[config.mk]
export PLATFORM = sky130hd
export DESIGN_NAME = iic_share_ctrl_module_flat
export DESIGN_NICKNAME = d
export VERILOG_FILES = /design/src/rtl/iic_share_ctrl_module_if.sv /design/src/rtl/iic_share_ctrl_module.sv /design/src/flat_wrapper.sv
export SDC_FILE = /design/constraint.sdc
export NUM_CORES = 1
export LEC_CHECK = 0
export CORE_MARGIN = 3
export CORE_UTILIZATION = 48
export DETAILED_ROUTE_END_ITERATION = 10
export PLACE_DENSITY = 0.84
export SYNTH_ARGS = -nofsm -noshare
export SYNTH_HDL_FRONTEND = slang
export SYNTH_SLANG_ARGS = --single-unit
export TNS_END_PERCENT = 5
[constraint.sdc]
create_clock -name CLK -period 2.9 [get_ports CLK]
set_clock_uncertainty 0.05 [all_clocks]
set_input_delay 0.58 -clock CLK [delete_from_list [all_inputs] [get_ports CLK]]
set_output_delay 0.58 -clock CLK [all_outputs]
set_load 0.005 [all_outputs]
[src/rtl/iic_share_ctrl_module_if.sv]
// Bundle of the requester-side and function-side signals around the IIC share controller.
// Latency: none, wiring only.
// Backpressure: none here; the master modport (controller) paces requesters through Done/Err.
interface iic_share_ctrl_module_if;
  // port 0 requester
  logic [1:0] Req0_Start;
  logic [7:0] Req0_Addr;
  logic [7:0] Req0_WrData;
  logic       Req0_Done;
  logic       Req0_Err;
  logic [7:0] Req0_RdData;
  // port 1 requester
  logic [1:0] Req1_Start;
  logic [7:0] Req1_Addr;
  logic [7:0] Req1_WrData;
  logic       Req1_Done;
  logic       Req1_Err;
  logic [7:0] Req1_RdData;
  // shared IIC function module
  logic [1:0] Start_Sig;
  logic [7:0] Addr_Sig;
  logic [7:0] WrData;
  logic       Done_Sig;
  logic [7:0] RdData;
  // status
  logic       Busy;
  logic       Grant;

  modport master (
    input  Req0_Start, Req0_Addr, Req0_WrData,
    output Req0_Done, Req0_Err, Req0_RdData,
    input  Req1_Start, Req1_Addr, Req1_WrData,
    output Req1_Done, Req1_Err, Req1_RdData,
    output Start_Sig, Addr_Sig, WrData,
    input  Done_Sig, RdData,
    output Busy, Grant
  );

  modport slave (
    output Req0_Start, Req0_Addr, Req0_WrData,
    input  Req0_Done, Req0_Err, Req0_RdData,
    output Req1_Start, Req1_Addr, Req1_WrData,
    input  Req1_Done, Req1_Err, Req1_RdData,
    input  Start_Sig, Addr_Sig, WrData,
    output Done_Sig, RdData,
    input  Busy, Grant
  );
endinterface

[src/rtl/iic_share_ctrl_module.sv]
// Round-robin arbiter sharing one IIC function module between two requesters, with busy timeout.
// Latency: Start_Sig one cycle after the grant edge; Done/Err pulse in the cycle after Done_Sig or expiry.
// Backpressure: requesters hold ReqN_Start until their Done/Err; the losing port waits in IDLE.
module iic_share_ctrl_module #(
  parameter int TIMEOUT = 4096
) (
  input logic                      CLK,
  input logic                      RSTn,
  iic_share_ctrl_module_if.master  bus
);
  localparam int CW = (TIMEOUT > 2) ? $clog2(TIMEOUT) : 1;
  localparam logic [CW-1:0] CNT_LAST = CW'(TIMEOUT - 1);
  localparam logic [1:0] CMD_NONE = 2'b00;
  localparam logic [1:0] CMD_RD   = 2'b10;
  localparam logic [1:0] CMD_ILL  = 2'b11;

  typedef enum logic [1:0] {IDLE = 2'd0, BUSY = 2'd1, RELEASE = 2'd2} state_t;

  state_t        state;
  logic [CW-1:0] busy_cnt;
  logic          grant;
  logic          busy;
  logic [1:0]    start_sig;
  logic [7:0]    addr_sig;
  logic [7:0]    wr_data;
  logic          req0_done, req1_done, req0_err, req1_err;
  logic [7:0]    req0_rd_data, req1_rd_data;

  logic req0_vld, req1_vld, req0_ill, req1_ill;
  logic pick_vld, pick;

  // Decode both commands and choose the winner of this IDLE sample
  always_comb begin
    req0_vld = (bus.Req0_Start != CMD_NONE) && (bus.Req0_Start != CMD_ILL);
    req1_vld = (bus.Req1_Start != CMD_NONE) && (bus.Req1_Start != CMD_ILL);
    req0_ill = (bus.Req0_Start == CMD_ILL);
    req1_ill = (bus.Req1_Start == CMD_ILL);
    pick_vld = req0_vld | req1_vld;
    // on contention the port that was not served last wins
    pick     = (req0_vld && req1_vld) ? ~grant : req1_vld;
  end

  // Arbitration FSM; every output is a register so reset clears them immediately
  always_ff @(posedge CLK or negedge RSTn) begin
    if (!RSTn) begin
      state        <= IDLE;
      busy         <= 1'b0;
      busy_cnt     <= '0;
      grant        <= 1'b1;
      start_sig    <= CMD_NONE;
      addr_sig     <= 8'h00;
      wr_data      <= 8'h00;
      req0_done    <= 1'b0;
      req1_done    <= 1'b0;
      req0_err     <= 1'b0;
      req1_err     <= 1'b0;
      req0_rd_data <= 8'h00;
      req1_rd_data <= 8'h00;
    end else begin
      req0_done <= 1'b0;
      req1_done <= 1'b0;
      req0_err  <= 1'b0;
      req1_err  <= 1'b0;
      case (state)
        IDLE: begin
          // illegal commands are bounced without disturbing the shared bus
          req0_err <= req0_ill;
          req1_err <= req1_ill;
          if (pick_vld) begin
            grant     <= pick;
            start_sig <= pick ? bus.Req1_Start  : bus.Req0_Start;
            addr_sig  <= pick ? bus.Req1_Addr   : bus.Req0_Addr;
            wr_data   <= pick ? bus.Req1_WrData : bus.Req0_WrData;
            busy_cnt  <= '0;
            busy      <= 1'b1;
            state     <= BUSY;
          end
        end
        BUSY: begin
          // completion wins over a timeout expiring on the same edge
          if (bus.Done_Sig) begin
            start_sig <= CMD_NONE;
            req0_done <= ~grant;
            req1_done <= grant;
            if (start_sig == CMD_RD) begin
              if (grant) req1_rd_data <= bus.RdData;
              else       req0_rd_data <= bus.RdData;
            end
            state <= RELEASE;
          end else if (busy_cnt == CNT_LAST) begin
            start_sig <= CMD_NONE;
            req0_err  <= ~grant;
            req1_err  <= grant;
            state     <= RELEASE;
          end else begin
            busy_cnt <= busy_cnt + 1'b1;
          end
        end
        RELEASE: begin
          busy  <= 1'b0;
          state <= IDLE;
        end
        default: begin
          busy  <= 1'b0;
          state <= IDLE;
        end
      endcase
    end
  end

  assign bus.Start_Sig   = start_sig;
  assign bus.Addr_Sig    = addr_sig;
  assign bus.WrData      = wr_data;
  assign bus.Busy        = busy;
  assign bus.Grant       = grant;
  assign bus.Req0_Done   = req0_done;
  assign bus.Req1_Done   = req1_done;
  assign bus.Req0_Err    = req0_err;
  assign bus.Req1_Err    = req1_err;
  assign bus.Req0_RdData = req0_rd_data;
  assign bus.Req1_RdData = req1_rd_data;
endmodule

[src/flat_wrapper.sv]
// flat-port wrapper written by rule: the top's interface ports become plain ports
module iic_share_ctrl_module_flat 
#(
  parameter int TIMEOUT = 4096
)
  (CLK, RSTn, bus_Req0_Start, bus_Req0_Addr, bus_Req0_WrData, bus_Req0_Done, bus_Req0_Err, bus_Req0_RdData, bus_Req1_Start, bus_Req1_Addr, bus_Req1_WrData, bus_Req1_Done, bus_Req1_Err, bus_Req1_RdData, bus_Start_Sig, bus_Addr_Sig, bus_WrData, bus_Done_Sig, bus_RdData, bus_Busy, bus_Grant);
  iic_share_ctrl_module_if bus_i ();
  input logic CLK;
  input logic RSTn;
  input wire logic [$bits(bus_i.Req0_Start)-1:0] bus_Req0_Start;
  input wire logic [$bits(bus_i.Req0_Addr)-1:0] bus_Req0_Addr;
  input wire logic [$bits(bus_i.Req0_WrData)-1:0] bus_Req0_WrData;
  output wire logic [$bits(bus_i.Req0_Done)-1:0] bus_Req0_Done;
  output wire logic [$bits(bus_i.Req0_Err)-1:0] bus_Req0_Err;
  output wire logic [$bits(bus_i.Req0_RdData)-1:0] bus_Req0_RdData;
  input wire logic [$bits(bus_i.Req1_Start)-1:0] bus_Req1_Start;
  input wire logic [$bits(bus_i.Req1_Addr)-1:0] bus_Req1_Addr;
  input wire logic [$bits(bus_i.Req1_WrData)-1:0] bus_Req1_WrData;
  output wire logic [$bits(bus_i.Req1_Done)-1:0] bus_Req1_Done;
  output wire logic [$bits(bus_i.Req1_Err)-1:0] bus_Req1_Err;
  output wire logic [$bits(bus_i.Req1_RdData)-1:0] bus_Req1_RdData;
  output wire logic [$bits(bus_i.Start_Sig)-1:0] bus_Start_Sig;
  output wire logic [$bits(bus_i.Addr_Sig)-1:0] bus_Addr_Sig;
  output wire logic [$bits(bus_i.WrData)-1:0] bus_WrData;
  input wire logic [$bits(bus_i.Done_Sig)-1:0] bus_Done_Sig;
  input wire logic [$bits(bus_i.RdData)-1:0] bus_RdData;
  output wire logic [$bits(bus_i.Busy)-1:0] bus_Busy;
  output wire logic [$bits(bus_i.Grant)-1:0] bus_Grant;
  assign bus_i.Req0_Start = bus_Req0_Start;
  assign bus_i.Req0_Addr = bus_Req0_Addr;
  assign bus_i.Req0_WrData = bus_Req0_WrData;
  assign bus_Req0_Done = bus_i.Req0_Done;
  assign bus_Req0_Err = bus_i.Req0_Err;
  assign bus_Req0_RdData = bus_i.Req0_RdData;
  assign bus_i.Req1_Start = bus_Req1_Start;
  assign bus_i.Req1_Addr = bus_Req1_Addr;
  assign bus_i.Req1_WrData = bus_Req1_WrData;
  assign bus_Req1_Done = bus_i.Req1_Done;
  assign bus_Req1_Err = bus_i.Req1_Err;
  assign bus_Req1_RdData = bus_i.Req1_RdData;
  assign bus_Start_Sig = bus_i.Start_Sig;
  assign bus_Addr_Sig = bus_i.Addr_Sig;
  assign bus_WrData = bus_i.WrData;
  assign bus_i.Done_Sig = bus_Done_Sig;
  assign bus_i.RdData = bus_RdData;
  assign bus_Busy = bus_i.Busy;
  assign bus_Grant = bus_i.Grant;
  iic_share_ctrl_module #(.TIMEOUT(TIMEOUT)) u_core (.CLK(CLK), .RSTn(RSTn), .bus(bus_i));
endmodule
==> metrics.md <==
| Metric | Value |
|---|---|
| Die height | 77.9 um |
| DR pass1 iterations | 4 |
| Crit. End Element | primary output |
| CP max FO | 9 |
| RSZ-0062 raised after global routing | false |
| Cells on worst reg2reg path | 5 |
| DRT Wirelength | 5590 um |
| Row cnt | 25 |
| Biggest cell delay along the critical path | 0.66 ns |
| Final period utilization | 0.746 |
| Remaining antenna violation count after routing | 0 |
| Flop pwr share | 0.425 |
| Via/cell ratio | 5.38 |
| Starting Density | 0.511 |
| Worst-Margin Slew | 0.786 ns |
| Met3 wirelength from detailed routing | 499 um |
| Detailed placement HPWL | 4270 um |
| Met1 WL | 2360 um |
| Worst-path clk slew | 0.10 ns |
| Setup repair bufs after CTS | 0 |
| Int Power | 1950 uW |
| DRC | 0 |
| Filler-free cell count of the finished design | 380 |
| Syn Nets | 273 |
| Met2 WL | 2630 um |
| Syn Std Cell Area | 2480 sq um |
| Hold slack final | 0.290 ns |
| Share of layout cells above drive strength 1 | 0.125 |
| Final slew viol count | 0 |
| Post-synthesis sequential area ratio | 0.545 |
| Reg2reg start | u_core.busy_cnt[0] |
| Syn Inst Count | 223 |
| CTS tree | yes |
| Reg2reg end | u_core.busy_cnt[5] |
| FF+latch count, synth | 54 |
| Chip width | 77.9 um |
| Placed cells | 372 |
| Outcome | finished clean |
| I/O Pins | 87 |
| Congestion Overflow GR | 0 |
| Hold Vio Cnt, Final | 0 |
| Critical path, cell by cell | clkdlybuf4s50_1 |
| Total power | 2900 uW |
| Post-synth top flop | dfrtp_1 |
| Max VDD drop | 0.000422 V |
| Synth warn | 0 |
| Drt initial violations | 123 |
| Slew HR | 0.476 |
| Switching pwr | 949 uW |
| Pin count of the biggest net entering global routing | 38 |
| Power share of the clock group | 0.143 |
| P per Cell Area | 824 nW/um^2 |
| Hold buffer count at CTS | 0 |
| Average routed wire per standard cell | 14.7 um |
| Share of synthesized registers carrying an async set or reset | 1.00 |
| Number of synthesized flops with an enable pin | 0 |
| Nets@finish | 362 |
| Synth unique cells | 38 |
| Post-CTS Resized | 0 |
| Via Count | 2,043 |
| CP max stage cell | dfstp_2 |
| Minimum clock period | 2.16 ns |
| Syn Area/Cell | 11.1 sq um |
| Diode count | 0 |
| Worst-Skew Late Latency | 0.31 ns |
| Final setup viols | 0 |
| Leak | 0.00148 uW |
| Setup TNS | 0 ns |
| P&R area growth vs syn | 41.9% |
| Setup CP Type | reg2out |
| Clock Tree Root | clkbuf_8 |
| Core box area | 4850 sq um |
| Critical path required time | 2.27 ns |
| Uppermost layer routed | met4 |
| Top cell family by delay on the critical path | flip-flops |
| Maximum clock path buffer count | 2 |
| Arrival @ worst endpoint | 1.53 ns |
| Sink Count | 54 |
| GRT Util Overall | 0.197 |
| Worst hold path class | in2async |
| Reg2Reg Setup Slack | 0.82 ns |
| Final Util | 0.726 |
| Startpoint Class | register |
| Vias in the first global route | 2,011 |
| WP buf/inv | 1 |
| Port buffer count | 86 |
| Max Freq | 0.462 GHz |
| Full die area | 6060 sq um |
| Global-route wire length before repair | 9450 um |
| Sw Ratio | 0.327 |
| Placer congestion estimate | 0.861 |
| H-tree levels | 2 |
| MaxCap Viol Count | 0 |
| Total CTS buffers | 5 |
| Initial antenna violation count | 0 |
| Logic pwr share | 0.432 |
stage by stage:
step | instance area, sq um | setup WS [ns]
after floorplan | 2480 | 0.892
after global placement | 3430 | 0.586
after detailed placement | 3430 | 0.551
after CTS | 3520 | 0.725
after global routing | 3520 | 0.690
final | 3520 | 0.736
layer usage:
metal | GRT usage | vias up
met5 | 0 | -
met4 | 0.0730 | 0
met3 | 0.0719 | 9
met2 | 0.315 | 85
met1 | 0.244 | 972
li1 | - | 977
final cells by class:
type	instances	area (sq um)
repair buffers	93	908
fillers	357	1330
flip-flops and latches	54	1350
multi-input cells	149	1050
clock inverters	3	18.8
well taps	67	83.8
clock buffers	5	68.8
inverters	9	33.8
cells in the mapped netlist (2+ instances only):
cell type / number / area share
a21oi_1: 5 / 0.010
a31oi_1: 5 / 0.013
and3_1: 2 / 0.0050
buf_2: 3 / 0.0061
clkbuf_1: 6 / 0.0091
dfrtp_1: 53 / 0.53
ha_1: 3 / 0.015
inv_1: 9 / 0.014
mux2_2: 17 / 0.077
mux2i_1: 20 / 0.081
nand2_1: 24 / 0.036
nand2b_1: 3 / 0.0076
nand3_1: 5 / 0.010
nand4_1: 5 / 0.013
nor2_1: 8 / 0.012
nor3_1: 3 / 0.0061
nor4_1: 2 / 0.0050
o211ai_1: 3 / 0.0091
o21a_1: 2 / 0.0061
o21ai_0: 23 / 0.046
o21ai_1: 2 / 0.0040
o221ai_1: 3 / 0.011
o22ai_1: 2 / 0.0050
power by group through the flow:
stage / Clock, uW / Sequential (uW) / Combinational, uW
final: 415 / 1230 / 1250
after global routing: 454 / 1280 / 1380
after CTS: 426 / 1230 / 1270
after detailed placement: 0 / 1240 / 1260
after global placement: 0 / 1240 / 1220
after floorplan: 0 / 1230 / 530
logic make-up after synthesis:
family,Yosys count,synth area share
AOI/OAI and AO/OA,50,0.125
xor gates and xnor gates,1,0.00353
muxes,37,0.158
DFF,54,0.545
adders and majority gates,3,0.0151
buffers and inverters,20,0.0333
and+or+nand+nor,58,0.120
layout by cell type, fill, tap and decap left out, types with 2 or more instances in the layout:
cell type / count
a21oi_1: 5
a31oi_1: 5
and3_1: 2
buf_4: 7
clkbuf_8: 5
clkdlybuf4s50_1: 85
clkinv_2: 2
dfrtp_1: 53
ha_1: 3
inv_1: 9
mux2_2: 17
mux2i_1: 20
nand2_1: 24
nand2b_1: 3
nand3_1: 5
nand4_1: 5
nor2_1: 8
nor3_1: 3
nor4_1: 2
o211ai_1: 3
o21a_1: 2
o21ai_0: 22
o21ai_1: 2
o221ai_1: 3
o22ai_1: 2
worst max-delay path by stage:
| stage | endpoint | slack, ns | depth (start not counted) | from |
|---|---|---|---|---|
| floorplan | u_core.bus.Busy | 0.89 | 5 | bus_Req1_Start[0] |
| global placement | u_core.bus.Req1_RdData[6] | 0.59 | 5 | bus_Done_Sig |
| detailed placement | u_core.bus.Req1_RdData[0] | 0.55 | 5 | bus_Done_Sig |
| CTS | bus_Grant | 0.73 | 1 | u_core.bus.Grant |
| global route | bus_Grant | 0.69 | 1 | u_core.bus.Grant |
| finish | bus_Grant | 0.74 | 1 | u_core.bus.Grant |
sequential cells by signal, summed over array words and instances, names as in the netlist:
register,count
u_core.state,2
u_core.busy_cnt,12
u_core.bus.WrData,8
u_core.bus.Busy,1
u_core.bus.Req0_RdData,8
u_core.bus.Req1_RdData,8
u_core.bus.Req1_Err,1
u_core.bus.Req0_Done,1
u_core.bus.Start_Sig,2
u_core.bus.Addr_Sig,8
u_core.bus.Grant,1
u_core.bus.Req1_Done,1
u_core.bus.Req0_Err,1
Power figures use the tool's default switching activity.
